===== src/rtl/mpu_frame_parser.sv =====
// rtl/mpu_frame_parser.sv - MPU command payload parser: header decode, LOAD element writes, MULTIPLY start, error report
module mpu_frame_parser #(
    parameter  int VAR_SIZE    = 8,
    parameter  int MATRIX_SIZE = 10,
    localparam int IDX_W       = $clog2(MATRIX_SIZE)
) (
    input  logic                clk,
    input  logic                rst,
    input  logic [7:0]          rx_data,
    input  logic                rx_valid,
    input  logic                rx_last,
    output logic                rx_ready,
    output logic                wr_en,
    output logic                wr_buf,
    output logic [IDX_W-1:0]    wr_row,
    output logic [IDX_W-1:0]    wr_col,
    output logic [VAR_SIZE-1:0] wr_data,
    output logic                load_done,
    output logic [IDX_W:0]      mat_rows,
    output logic [IDX_W:0]      mat_cols,
    output logic                mul_start,
    output logic [7:0]          mul_act,
    output logic [7:0]          mul_pool,
    input  logic                mul_busy,
    output logic                err_valid,
    output logic [2:0]          err_type
);
    localparam logic [7:0]       CMD_NONE     = 8'h00;
    localparam logic [7:0]       CMD_LOAD     = 8'h01;
    localparam logic [7:0]       CMD_MULTIPLY = 8'h02;
    localparam logic [2:0]       ERR_CMD      = 3'b010;
    localparam logic [2:0]       ERR_DIM      = 3'b011;
    localparam logic [2:0]       ERR_FRAME    = 3'b110;
    localparam logic [7:0]       MAX_DIM      = 8'(MATRIX_SIZE);
    localparam logic [IDX_W:0]   DIM_ONE      = (IDX_W+1)'(1);
    localparam logic [IDX_W-1:0] IDX_ONE      = IDX_W'(1);

    typedef enum logic [2:0] {
        S_HDR,
        S_DATA,
        S_MUL,
        S_DRAIN,
        S_REPORT
    } state_t;

    state_t              state_q;
    logic [2:0]          hdr_cnt_q;
    logic [7:0]          cmd_q;
    logic                buf_q;
    logic [IDX_W:0]      rows_q;
    logic [IDX_W:0]      cols_q;
    logic [7:0]          act_q;
    logic [7:0]          pool_q;
    logic                err_q;
    logic [2:0]          err_code_q;
    logic [IDX_W-1:0]    row_q;
    logic [IDX_W-1:0]    col_q;
    logic                done_pend_q;

    logic                rx_ready_q;
    logic                wr_en_q;
    logic                wr_buf_q;
    logic [IDX_W-1:0]    wr_row_q;
    logic [IDX_W-1:0]    wr_col_q;
    logic [VAR_SIZE-1:0] wr_data_q;
    logic                load_done_q;
    logic [IDX_W:0]      mat_rows_q;
    logic [IDX_W:0]      mat_cols_q;
    logic                mul_start_q;
    logic [7:0]          mul_act_q;
    logic [7:0]          mul_pool_q;
    logic                err_valid_q;
    logic [2:0]          err_type_q;

    logic                xfer;
    logic                dim_cmd;
    logic                last_col;
    logic                last_elem;
    logic                byte_bad;
    logic [2:0]          byte_code;
    logic                err_d;
    logic [2:0]          code_d;

    assign xfer      = rx_valid & rx_ready_q;
    assign dim_cmd   = (cmd_q == CMD_LOAD) || (cmd_q == CMD_MULTIPLY);
    assign last_col  = ({1'b0, col_q} == cols_q - DIM_ONE);
    assign last_elem = last_col && ({1'b0, row_q} == rows_q - DIM_ONE);

    // Content check of the header byte currently on the bus; an already latched error wins.
    always_comb begin
        byte_bad  = 1'b0;
        byte_code = ERR_CMD;
        case (hdr_cnt_q)
            3'd0: byte_bad = !(rx_data inside {CMD_NONE, CMD_LOAD, CMD_MULTIPLY});
            3'd1: byte_bad = (rx_data > 8'd1);
            3'd2, 3'd3: begin
                byte_bad  = dim_cmd && ((rx_data == 8'd0) || (rx_data > MAX_DIM));
                byte_code = ERR_DIM;
            end
            default: ;
        endcase
        err_d  = err_q | byte_bad;
        code_d = err_q ? err_code_q : byte_code;
    end

    always_ff @(posedge clk) begin
        if (rst) begin
            state_q     <= S_HDR;
            hdr_cnt_q   <= '0;
            cmd_q       <= '0;
            buf_q       <= 1'b0;
            rows_q      <= '0;
            cols_q      <= '0;
            act_q       <= '0;
            pool_q      <= '0;
            err_q       <= 1'b0;
            err_code_q  <= '0;
            row_q       <= '0;
            col_q       <= '0;
            done_pend_q <= 1'b0;
            rx_ready_q  <= 1'b1;
            wr_en_q     <= 1'b0;
            wr_buf_q    <= 1'b0;
            wr_row_q    <= '0;
            wr_col_q    <= '0;
            wr_data_q   <= '0;
            load_done_q <= 1'b0;
            mat_rows_q  <= '0;
            mat_cols_q  <= '0;
            mul_start_q <= 1'b0;
            mul_act_q   <= '0;
            mul_pool_q  <= '0;
            err_valid_q <= 1'b0;
            err_type_q  <= '0;
        end else begin
            rx_ready_q  <= 1'b1;
            wr_en_q     <= 1'b0;
            done_pend_q <= 1'b0;
            load_done_q <= done_pend_q;
            mul_start_q <= 1'b0;
            err_valid_q <= 1'b0;
            if (done_pend_q) begin
                mat_rows_q <= rows_q;
                mat_cols_q <= cols_q;
            end
            case (state_q)
                S_HDR: begin
                    if (xfer) begin
                        case (hdr_cnt_q)
                            3'd0:    cmd_q  <= rx_data;
                            3'd1:    buf_q  <= rx_data[0];
                            3'd2:    rows_q <= rx_data[IDX_W:0];
                            3'd3:    cols_q <= rx_data[IDX_W:0];
                            3'd4:    act_q  <= rx_data;
                            default: pool_q <= rx_data;
                        endcase
                        if (byte_bad && !err_q) begin
                            err_q      <= 1'b1;
                            err_code_q <= byte_code;
                        end
                        if (hdr_cnt_q != 3'd5) begin
                            if (rx_last) begin
                                hdr_cnt_q   <= '0;
                                state_q     <= S_REPORT;
                                rx_ready_q  <= 1'b0;
                                err_valid_q <= 1'b1;
                                err_type_q  <= err_d ? code_d : ERR_FRAME;
                            end else begin
                                hdr_cnt_q <= hdr_cnt_q + 3'd1;
                            end
                        end else begin
                            hdr_cnt_q <= '0;
                            if (err_d) begin
                                if (rx_last) begin
                                    state_q     <= S_REPORT;
                                    rx_ready_q  <= 1'b0;
                                    err_valid_q <= 1'b1;
                                    err_type_q  <= code_d;
                                end else begin
                                    state_q <= S_DRAIN;
                                end
                            end else if (cmd_q == CMD_NONE) begin
                                if (!rx_last) begin
                                    err_q      <= 1'b1;
                                    err_code_q <= ERR_FRAME;
                                    state_q    <= S_DRAIN;
                                end
                            end else if (cmd_q == CMD_MULTIPLY) begin
                                if (rx_last) begin
                                    state_q    <= S_MUL;
                                    rx_ready_q <= 1'b0;
                                end else begin
                                    err_q      <= 1'b1;
                                    err_code_q <= ERR_FRAME;
                                    state_q    <= S_DRAIN;
                                end
                            end else if (rx_last) begin
                                state_q     <= S_REPORT;
                                rx_ready_q  <= 1'b0;
                                err_valid_q <= 1'b1;
                                err_type_q  <= ERR_FRAME;
                            end else begin
                                state_q <= S_DATA;
                                row_q   <= '0;
                                col_q   <= '0;
                            end
                        end
                    end
                end
                S_DATA: begin
                    if (xfer) begin
                        wr_en_q   <= 1'b1;
                        wr_buf_q  <= buf_q;
                        wr_row_q  <= row_q;
                        wr_col_q  <= col_q;
                        wr_data_q <= rx_data[VAR_SIZE-1:0];
                        if (last_elem) begin
                            if (rx_last) begin
                                done_pend_q <= 1'b1;
                                state_q     <= S_HDR;
                            end else begin
                                err_q      <= 1'b1;
                                err_code_q <= ERR_FRAME;
                                state_q    <= S_DRAIN;
                            end
                        end else if (rx_last) begin
                            state_q     <= S_REPORT;
                            rx_ready_q  <= 1'b0;
                            err_valid_q <= 1'b1;
                            err_type_q  <= ERR_FRAME;
                        end else if (last_col) begin
                            col_q <= '0;
                            row_q <= row_q + IDX_ONE;
                        end else begin
                            col_q <= col_q + IDX_ONE;
                        end
                    end
                end
                S_MUL: begin
                    if (!mul_busy) begin
                        mul_start_q <= 1'b1;
                        mul_act_q   <= act_q;
                        mul_pool_q  <= pool_q;
                        mat_rows_q  <= rows_q;
                        mat_cols_q  <= cols_q;
                        state_q     <= S_HDR;
                    end else begin
                        rx_ready_q <= 1'b0;
                    end
                end
                S_DRAIN: begin
                    if (xfer && rx_last) begin
                        state_q     <= S_REPORT;
                        rx_ready_q  <= 1'b0;
                        err_valid_q <= 1'b1;
                        err_type_q  <= err_code_q;
                    end
                end
                S_REPORT: begin
                    err_q   <= 1'b0;
                    state_q <= S_HDR;
                end
                default: state_q <= S_HDR;
            endcase
        end
    end

    assign rx_ready  = rx_ready_q;
    assign wr_en     = wr_en_q;
    assign wr_buf    = wr_buf_q;
    assign wr_row    = wr_row_q;
    assign wr_col    = wr_col_q;
    assign wr_data   = wr_data_q;
    assign load_done = load_done_q;
    assign mat_rows  = mat_rows_q;
    assign mat_cols  = mat_cols_q;
    assign mul_start = mul_start_q;
    assign mul_act   = mul_act_q;
    assign mul_pool  = mul_pool_q;
    assign err_valid = err_valid_q;
    assign err_type  = err_type_q;

endmodule


===== config.mk =====
export PLATFORM = sky130hd
export DESIGN_NAME = mpu_frame_parser
export DESIGN_NICKNAME = d
export VERILOG_FILES = /design/src/rtl/mpu_frame_parser.sv
export SDC_FILE = /design/constraint.sdc
export NUM_CORES = 1
export LEC_CHECK = 0
export CAP_MARGIN = 15
export CORE_MARGIN = 8
export CORE_UTILIZATION = 54
export CTS_BUF_LIST = sky130_fd_sc_hd__clkbuf_4 sky130_fd_sc_hd__clkbuf_8 sky130_fd_sc_hd__clkbuf_16
export DETAILED_ROUTE_END_ITERATION = 6
export DONT_BUFFER_PORTS = 1
export PLACE_DENSITY = 0.74
export SLEW_MARGIN = 20
export SYNTH_ARGS = -nofsm -noshare
export SYNTH_HDL_FRONTEND = slang
export SYNTH_SLANG_ARGS = --single-unit

===== constraint.sdc =====
create_clock -name clk -period 3.1 [get_ports clk]
set_input_delay 0.93 -clock clk [delete_from_list [all_inputs] [get_ports clk]]
set_output_delay 0.93 -clock clk [all_outputs]
set_load 0.03 [all_outputs]

==> results of run 1 <==
## cells by family after synthesis
logic type	count (synthesis)	share of synthesized area (%)
muxes	34	7.29
xor gates and xnor gates	13	2.44
and+or+nand+nor	236	22.8
AOI/OAI and AO/OA	114	16.2
buffers and inverters	48	3.89
adders and majority gates	9	2.41
DFF	105	45.0
## where the power goes
group          total [mW]  leakage, nW  switching [mW]  internal [mW]
clock               0.849        0.100           0.526          0.323
combinational       0.125        0.872          0.0720         0.0531
sequential           1.40        0.848          0.0294           1.37
## per-stage QoR
stage / instance area (um2) / total power, mW / hold slack (ns)
floorplan: 4670 / 1.55 / 0.431
global placement: 4730 / 1.55 / 0.438
detailed placement: 4730 / 1.55 / 0.438
CTS: 4930 / 2.39 / 0.443
global route: 4930 / 2.45 / 0.462
finish: 4930 / 2.37 / 0.447
## per-layer routing
layer	up-vias	global-route usage, %	wire length (um)
met3	14	3.96	778
met4	0	6.74	176
met5	-	0	0
met1	1852	27.2	5140
met2	130	30.5	5550
li1	1908	-	-
## flip-flops by register name, summed over array words and instances (netlist names), 8 cells and up
name	flops
cmd_q	8
act_q	8
pool_q	8
mul_pool	8
mul_act	8
wr_data	8
## cells in the final DEF (no fill, tap or decap), types with 4 or more instances in the layout
master and count:
a21o_1 6, a21oi_1 59, buf_4 7, clkbuf_8 9, dfxtp_1 105, ha_1 9, inv_1 12, inv_8 4
mux2i_1 34, nand2_1 112, nand2b_1 6, nand3_1 16, nor2_1 54, nor2b_1 4, nor3_1 8, nor3b_1 5
nor4_1 6, o211ai_1 4, o21ai_0 10, o32ai_1 4, or3_1 4, xnor2_1 8, xor2_1 5
## layout make-up
| class | count | share of cell area [%] |
|---|---|---|
| Tap cell | 108 | 2.74 |
| Timing Repair Buffer | 7 | 1.07 |
| Clock buffer | 9 | 2.51 |
| Sequential cell | 105 | 42.7 |
| Multi-Input combinational cell | 406 | 48.5 |
| Clock inverter | 7 | 1.57 |
| Inverter | 13 | 0.990 |
## synthesized netlist by cell type (all sizes together) (3+ instances only)
cell / instances
a211oi: 4
a21o: 6
a21oi: 59
and3: 3
clkbuf: 34
dfxtp: 105
ha: 9
inv: 12
mux2i: 34
nand2: 112
nand2b: 6
nand3: 16
nand3b: 3
nand4: 3
nor2: 54
nor2b: 4
nor3: 9
nor3b: 5
nor4: 6
nor4b: 3
o211ai: 4
o21ai: 10
o32ai: 4
or3: 4
or4: 3
xnor2: 8
xor2: 5
## worst register-to-register path: cells and delay by family, from the launching register on
kind	cells	cell delay [ns]
adders and majority gates	2	0.51
AOI/OAI and AO/OA	3	1.02
and+or+nand+nor	1	0.24
DFF	1	0.42
muxes	1	0.32
## worst min path at each step
stage | depth (start not counted) | end | slack, ns | start
global route | 2 | mul_act[7] | 0.46 | act_q[7]
global placement | 2 | mul_act[6] | 0.44 | act_q[6]
detailed placement | 2 | mul_act[6] | 0.44 | act_q[6]
finish | 2 | mul_act[0] | 0.45 | act_q[0]
CTS | 2 | mul_act[0] | 0.44 | act_q[0]
floorplan | 2 | wr_buf | 0.43 | buf_q
==> run summary, run 1 <==
top cells by area, synth = dfxtp_1 (45%), nand2_1 (9.0%), mux2i_1 (7.3%), a21oi_1 (6.3%), nor2_1 (4.3%)
Post-synth ARST share = 0%
Core ar. = 0.00855 mm2
Setup CP Type = primary input to flip-flop
CTS resizes = 0
setup TNS = 0 ns
IR drop worst, VDD = 282 uV
Syn Area/Cell = 8.35 um2
Initial DRC Count = 277
Root Driver = clkbuf_8
Top FF cell, synth = dfxtp_1
largest net degree at the start of global routing = 103
status = finished, final reports clean
Leak Pwr = 1.82 nW
postcts setup bufs = 0
clk sinks = 105
WL/cell = 17.8 um
dpl cells = 639
total gr overflow = 0
Final #Nets = 564
Mapped Area = 0.00467 mm2
n_diodes = 0
RSZ-0062 raised after global routing = no
CTS buffer count = 9
IO buf count = 0
Fin. Hold Viols = 0
height of the die = 109 um
HPWL after DPL = 8130 um
Critical Path RT = 3.36 ns
r2r endpoint = err_type[2]
filler cell count = 793
Post-DRT Antenna Nets = 0
Syn. warnings = 0
row cnt = 34
CP Depth = 6
syn nets = 581
Final period util = 84.8%
cell taking the most area after synthesis = dfxtp_1
Final Util = 57.6%
fin crit period = 2.63 ns
# hold bufs at CTS = 0
CP Launch Type = primary input
CP Capture Point = col_q[3]
DRC Markers = 0
min-delay worst type = flip-flop to flip-flop
Power per Cell Area = 481 mW/mm2
Reg2Reg Depth = 7
r2r setup slk = 0.51 ns
Worst EP arrival = 2.89 ns
Slew Limit Headroom = 44.6%
Fin Clk Skew = 0.0218 ns
1st-pass router iterations = 5
Bufs and invs on worst path = 0
CP top delay family = compound AO/OA/AOI/OAI gates
Starting Density = 54.6%
worst stage delay on the critical path = 0.55 ns
Seq/Total Area, Yosys = 45.0%
vias in the first global route = 3613
Area Overhead vs Synth = 5.60%
final RePlAce weighted congestion = 0.905
final setup fails = 0
Crit-path slowest cell = or4_4
total wire length = 11700 um
first-pass GRT wire length = 19000 um
Multi-input gate area = 0.00239 mm2
worst setup path start = rx_data[4]
CP Cell Sequence = or4_4, a211oi_4, o21bai_2, o32a_4, a311o_1, a32o_1
Worst-Margin Slew = 0.828 ns
Worst Path Max Fanout = 7
Vias/cell = 5.96
Longest Clk Path Bufs = 2
H-tree depth = 3
dpl ws = 0.113 ns
EDFF count, synth = 0
share of the synthesized area in the top cell type = 45.0%
via count = 3904
f_max = 381 MHz
Die W = 109 um
RR Startpoint = hdr_cnt_q[0]
register area = 0.00210 mm2
Max Cap Viol = 0
GRT Overall Usage = 19.9%
Clock Latency Late Sink = 0.37 ns
CTS tree = built
endpoint class of the critical path = flip-flop
Worst-path clk slew = 0.11 ns
Worst Setup Slack, final = 0.472 ns
initial antenna violation count = 0
Final Non-Filler Cells = 655
synth unique cells = 55
Slew Viols, Final = 0
I/O pin count = 64
number of synthesized register bits = 105
Syn Inst Count = 559
ratio of cells with drive above 1 in the final layout = 5.48%
die area = 0.0119 mm2
No activity file was read; power rests on OpenSTA's default activity.
==> run 2, diff against run 1 <==
Clock period 3.1 ns to 2.5 ns, I/O delays scaled along.
==> run 2 against run 1 <==
Wire length is 2.4% higher; combinational power is 42% higher; die area stayed put; design area is 3.6% higher; critical path type unchanged; largest power group unchanged.
==> run summary, run 2 (synthesis results as in run 1) <==
total gr overflow = 0 (unchanged)
most common cell after layout, fill and taps aside = nand2_1
Fin. Hold Viols = 0 (unchanged)
Clock Latency Late Sink = 0.38 ns (about the same)
Tot Pwr = 3.04 mW (+28%)
Worst EP arrival = 2.65 ns (-0.24 ns)
Placed Area = 0.00486 mm2 (+2.9%)
HPWL after DPL = 8390 um (+3.1%)
clk sinks = 105 (unchanged)
endpoint class of the critical path = flip-flop
status = finished, final reports clean
vias in the first global route = 3779 (+4.6%)
CTS tree = built
CP top delay family = simple AND/OR/NAND/NOR gates
largest net degree at the start of global routing = 103 (unchanged)
# hold bufs at CTS = 0 (unchanged)
Final #Nets = 581 (+3.0%)
row cnt = 34 (unchanged)
Fin Clk Skew = 0.0164 ns (-0.00536 ns)
Area Overhead vs Synth = 9.44%
IO buf count = 0 (unchanged)
Initial DRC Count = 363 (+31%)
setup TNS = 0 ns (unchanged)
register area = 0.00210 mm2 (about the same)
Starting Density = 54.6% (unchanged)
CP Cell Sequence = or4_4, a211oi_4, o21bai_2, o32a_4, or4_1, a21oi_1
1st-pass router iterations = 5 (unchanged)
Worst-path clk slew = 0.10 ns (about the same)
height of the die = 109 um (unchanged)
GRT Overall Usage = 20.1% (+0.28 points)
Worst Path Max Fanout = 5 (-2)
Max Cap Viol = 0 (unchanged)
final RePlAce weighted congestion = 0.913 (+0.91%)
n_diodes = 0 (unchanged)
final hold slack = 0.439 ns (-0.00855 ns)
filler cell count = 761 (-4.0%)
min-delay worst type = primary input to flip-flop
die area = 0.0119 mm2 (unchanged)
first-pass GRT wire length = 19100 um (+0.83%)
WL/cell = 17.8 um (-0.20%)
postcts setup bufs = 0 (unchanged)
Die W = 109 um (unchanged)
Design Area, Final = 0.00511 mm2 (+3.6%)
Worst-Margin Slew = 0.655 ns (-0.173 ns)
commonest cells after routing, fill and taps aside = nand2_1 (112), dfxtp_1 (104), a21oi_1 (59)
DRC Markers = 0 (unchanged)
Multi-input gate area = 0.00242 mm2 (+1.5%)
Slew Viols, Final = 0 (unchanged)
Root Driver = clkbuf_8
total wire length = 11900 um (+2.4%)
worst stage delay on the critical path = 0.55 ns (about the same)
Final period util = 93.7%
initial antenna violation count = 0 (unchanged)
f_max = 427 MHz
RSZ-0062 raised after global routing = no
Crit-path slowest cell = or4_4
I/O pin count = 64 (unchanged)
fin crit period = 2.34 ns
Longest Clk Path Bufs = 2 (unchanged)
IR drop worst, VDD = 342 uV (+21%)
Setup CP Type = primary input to flip-flop
Critical Path RT = 2.81 ns (-0.55 ns)
Post-DRT Antenna Nets = 0 (unchanged)
CTS resizes = 0 (unchanged)
Power per Cell Area = 595 mW/mm2 (+24%)
Core ar. = 0.00855 mm2 (unchanged)
Leak Pwr = 1.91 nW (+5.1%)
Slew Limit Headroom = 56.2% (+12 points)
final setup fails = 0 (unchanged)
via count = 4031 (+3.3%)
CP Launch Type = primary input
H-tree depth = 3 (unchanged)
Bufs and invs on worst path = 0 (unchanged)
Vias/cell = 6.00 (+0.64%)
CTS buffer count = 9 (unchanged)
ratio of cells with drive above 1 in the final layout = 9.57% (+4.1 points)
-- run 2: cell types whose count changed in the layout (fill, tap and decap cells not counted), sizes merged --
cell,before,now
buf,7,24
bufinv,0,1
inv,16,17
clkinv,3,1
-- run 2: through the flow --
stage               util [%]  cells  setup slack, ns
floorplan                  -    559          -0.0966
global placement        56.9    656           -0.191
detailed placement      56.9    656           -0.214
CTS                     59.4    672            0.115
global route            59.7    672           0.0136
finish                  59.7    672            0.158
-- run 2: per-layer routing --
layer	up-vias	global-route usage, %	part of all wire (%)
li1	1940	-	-
met1	1933	25.6	42
met2	143	33.1	49
met3	15	4.79	7.4
met4	0	6.06	1.3
met5	-	0	0
-- run 2: path summary, 6_finish.rpt --
path                                    from  cells past startpoint             to  slack, ns
worst max register to register  hdr_cnt_q[0]                      8  err_code_q[0]       0.20
worst min-delay path                     rst                      1      wr_col[0]       0.44
worst max-delay path              rx_data[7]                      6       col_q[0]       0.16
worst min register to register      act_q[7]                      2     mul_act[7]       0.45
-- run 2: area by class of cell --
type | instances | share of cell area, %
multi-input cells | 406 | 47.5
flip-flops and latches | 105 | 41.2
repair buffers | 24 | 3.53
well taps | 108 | 2.65
clock buffers | 9 | 2.43
clock inverters | 7 | 1.79
inverters | 13 | 0.955
-- run 2: where the power goes --
group	switching (mW)	leakage [nW]	internal, mW
clock network	0.636	0.106	0.494
registers	0.0347	0.849	1.70
logic	0.0990	0.959	0.0781
total	0.770	1.91	2.27
-- run 2: worst reg2reg max path: stages (launching register included) --
cell and delay [ns]:
dfxtp_1 0.43, ha_1 0.27, o21ai_0 0.09, nor4b_1 0.14, o32ai_1 0.56, buf_4 0.23
nand3b_1 0.12, a21o_1 0.20, a41oi_1 0.17
==> run 3, diff against run 2 <==
Settings changed: CELL_PAD_IN_SITES_DETAIL_PLACEMENT set to 1, CELL_PAD_IN_SITES_GLOBAL_PLACEMENT set to 2, CORE_UTILIZATION 54 to 37, PLACE_DENSITY 0.74 to 0.87.
==> run 3 against run 2 <==
Critical path depth did not move; count of clock-buffer cells in the layout grew 1; critical endpoint unchanged; largest power group unchanged; sequential share of layout area decreased by 1.2 points.
==> run summary, run 3 (synthesis results as in run 1) <==
Longest Clk Path Bufs = 2 (unchanged)
Power per Cell Area = 625 mW/mm2 (+5.1%)
height of the die = 128 um (+18%)
WL/cell = 18.7 um (+5.6%)
P_int = 2.49 mW (+9.7%)
DRC Markers = 0 (unchanged)
commonest cells after routing, fill and taps aside = nand2_1 (112), dfxtp_1 (104), a21oi_1 (59)
fin crit period = 2.40 ns (+0.0542 ns)
RSZ-0062 raised after global routing = no
Final #Nets = 584 (+0.52%)
Slew Viols, Final = 0 (unchanged)
Max Cap Viol = 0 (unchanged)
setup TNS = 0 ns (unchanged)
Reg2Reg Depth = 10 (+2)
WHS Path Cells = 2 (+1)
Critical Path RT = 2.78 ns (-0.03 ns)
die area = 0.0165 mm2 (+39%)
Worst EP arrival = 2.67 ns (+0.02 ns)
Gate power share = 5.6% (-0.2 points)
Area Overhead vs Synth = 12.8%
worst stage delay on the critical path = 0.55 ns (about the same)
Starting Density = 37.4% (-17 points)
f_max = 417 MHz (-2.3%)
I/O pin count = 64 (unchanged)
postcts setup bufs = 0 (unchanged)
Slew Limit Headroom = 51.5% (-4.6 points)
status = finished, final reports clean
Switching Share = 24.3% (-0.99 points)
1st-pass router iterations = 4 (-1)
final setup fails = 0 (unchanged)
Psw = 0.801 mW (+4.0%)
endpoint class of the critical path = flip-flop
Setup CP Type = primary input to flip-flop
Design Area, Final = 0.00526 mm2 (+3.0%)
most common cell after layout, fill and taps aside = nand2_1
Final period util = 95.9% (+2.2 points)
clk sinks = 105 (unchanged)
final RePlAce weighted congestion = 0.841 (-7.9%)
largest net degree at the start of global routing = 103 (unchanged)
DR WL met3 = 668 um (-24%)
CP top delay family = simple AND/OR/NAND/NOR gates
Fin. Hold Viols = 0 (unchanged)
Tot Pwr = 3.29 mW (+8.3%)
total gr overflow = 0 (unchanged)
min-delay worst type = flip-flop to flip-flop
Core ar. = 0.0125 mm2 (+46%)
CP Launch Type = primary input
CP Depth = 6 (unchanged)
GRT Overall Usage = 17.3% (-2.8 points)
Initial DRC Count = 276 (-24%)
Die W = 128 um (+18%)
row cnt = 41 (+21%)
Clock Latency Late Sink = 0.35 ns (-0.03 ns)
via count = 4041 (+0.25%)
Leak Pwr = 1.95 nW (+2.1%)
Worst-path clk slew = 0.07 ns (-0.03 ns)
met2 routed wirelength = 6830 um (+17%)
sequential power share = 52.6% (-4.4 points)
Clock power frac = 41.8% (+4.6 points)
total wire length = 13800 um (+16%)
n_diodes = 0 (unchanged)
vias in the first global route = 4222 (+12%)
Worst Setup Slack, final = 0.104 ns (-0.0542 ns)
Bufs and invs on worst path = 0 (unchanged)
dpl ws = -0.231 ns (-0.0175 ns)
Worst Path Max Fanout = 7 (+2)
H-tree depth = 3 (unchanged)
CTS tree = built
WL met1 = 6050 um (+20%)
Vias/cell = 5.47 (-8.8%)
Worst-Margin Slew = 0.724 ns (+0.0692 ns)
Root Driver = clkbuf_16
Post-DRT Antenna Nets = 0 (unchanged)
final hold slack = 0.453 ns (+0.0140 ns)
Fin Clk Skew = 0.00553 ns (-0.0109 ns)
Top Layer Used = met4
ratio of cells with drive above 1 in the final layout = 9.52% (-0.051 points)
initial antenna violation count = 0 (unchanged)
CP Cell Sequence = or4_4, a211oi_4, o21bai_2, o32a_4, or4_1, a21oi_1
HPWL after DPL = 9880 um (+18%)
Crit-path slowest cell = or4_4
IR drop worst, VDD = 276 uV (-19%)
IO buf count = 0 (unchanged)
Placed Area = 0.00496 mm2 (+2.1%)
CTS buffer count = 9 (unchanged)
first-pass GRT wire length = 22700 um (+18%)
[run 3: changes by cell type in the layout (fill, tap and decap cells not counted), sizes merged]
cell and change:
clkinv +1, inv -2, clkbuf +1, clkinvlp +1, buf +3, bufinv -1
[run 3: worst paths after layout]
check | from | end | slack, ns
worst min register to register | pool_q[7] | mul_pool[7] | 0.45
worst max register to register | cols_q[1] | row_q[1] | 0.18
worst min-delay path | pool_q[7] | mul_pool[7] | 0.45
worst max-delay path | rx_data[7] | col_q[0] | 0.10
[run 3: worst min-delay path: cells and delay by family (launching register included)]
kind | cells | cell delay, ns
AO/OA/AOI/OAI | 1 | 0.05
flip-flops | 1 | 0.31
AND/OR/NAND/NOR | 1 | 0.05
[run 3: cell type report]
type,instances,area [um2]
multi-input cells,406,2410
repair buffers,27,203
clock buffers,10,239
flip-flops and latches,105,2100
inverters,13,48.8
well taps,172,215
clock inverters,6,46.3
fillers,1505,7200
[run 3: routing by layer]
| layer | up-vias | track usage, % |
|---|---|---|
| li1 | 1942 | - |
| met1 | 1977 | 21.1 |
| met2 | 96 | 28.9 |
| met3 | 26 | 2.91 |
| met4 | 0 | 8.39 |
| met5 | - | 0 |
[run 3: power groups by stage]
stage | logic (mW) | clock network [mW] | registers, mW
4_1_cts | 0.181 | 1.42 | 1.73
3_3_place_gp | 0.172 | 0 | 1.77
2_1_floorplan | 0.163 | 0 | 1.76
6_report | 0.183 | 1.38 | 1.73
5_1_grt | 0.200 | 1.49 | 1.74
3_5_place_dp | 0.180 | 0 | 1.77
[run 3: metrics by stage]
| stage | instances | utilization [%] |
|---|---|---|
| 2_1_floorplan | 559 | - |
| 3_3_place_gp | 723 | 39.8 |
| 3_5_place_dp | 723 | 39.8 |
| 4_1_cts | 739 | 42.1 |
| 5_1_grt | 739 | 42.2 |
| 6_report | 739 | 42.2 |
[run 3: what timing repair did]
item                                   in CTS  in global routing
resized for setup                           0                  4
hold buffers                                0                  0
setup endpoints to repair                   0                  6
endpoints found under the hold margin       0                  0
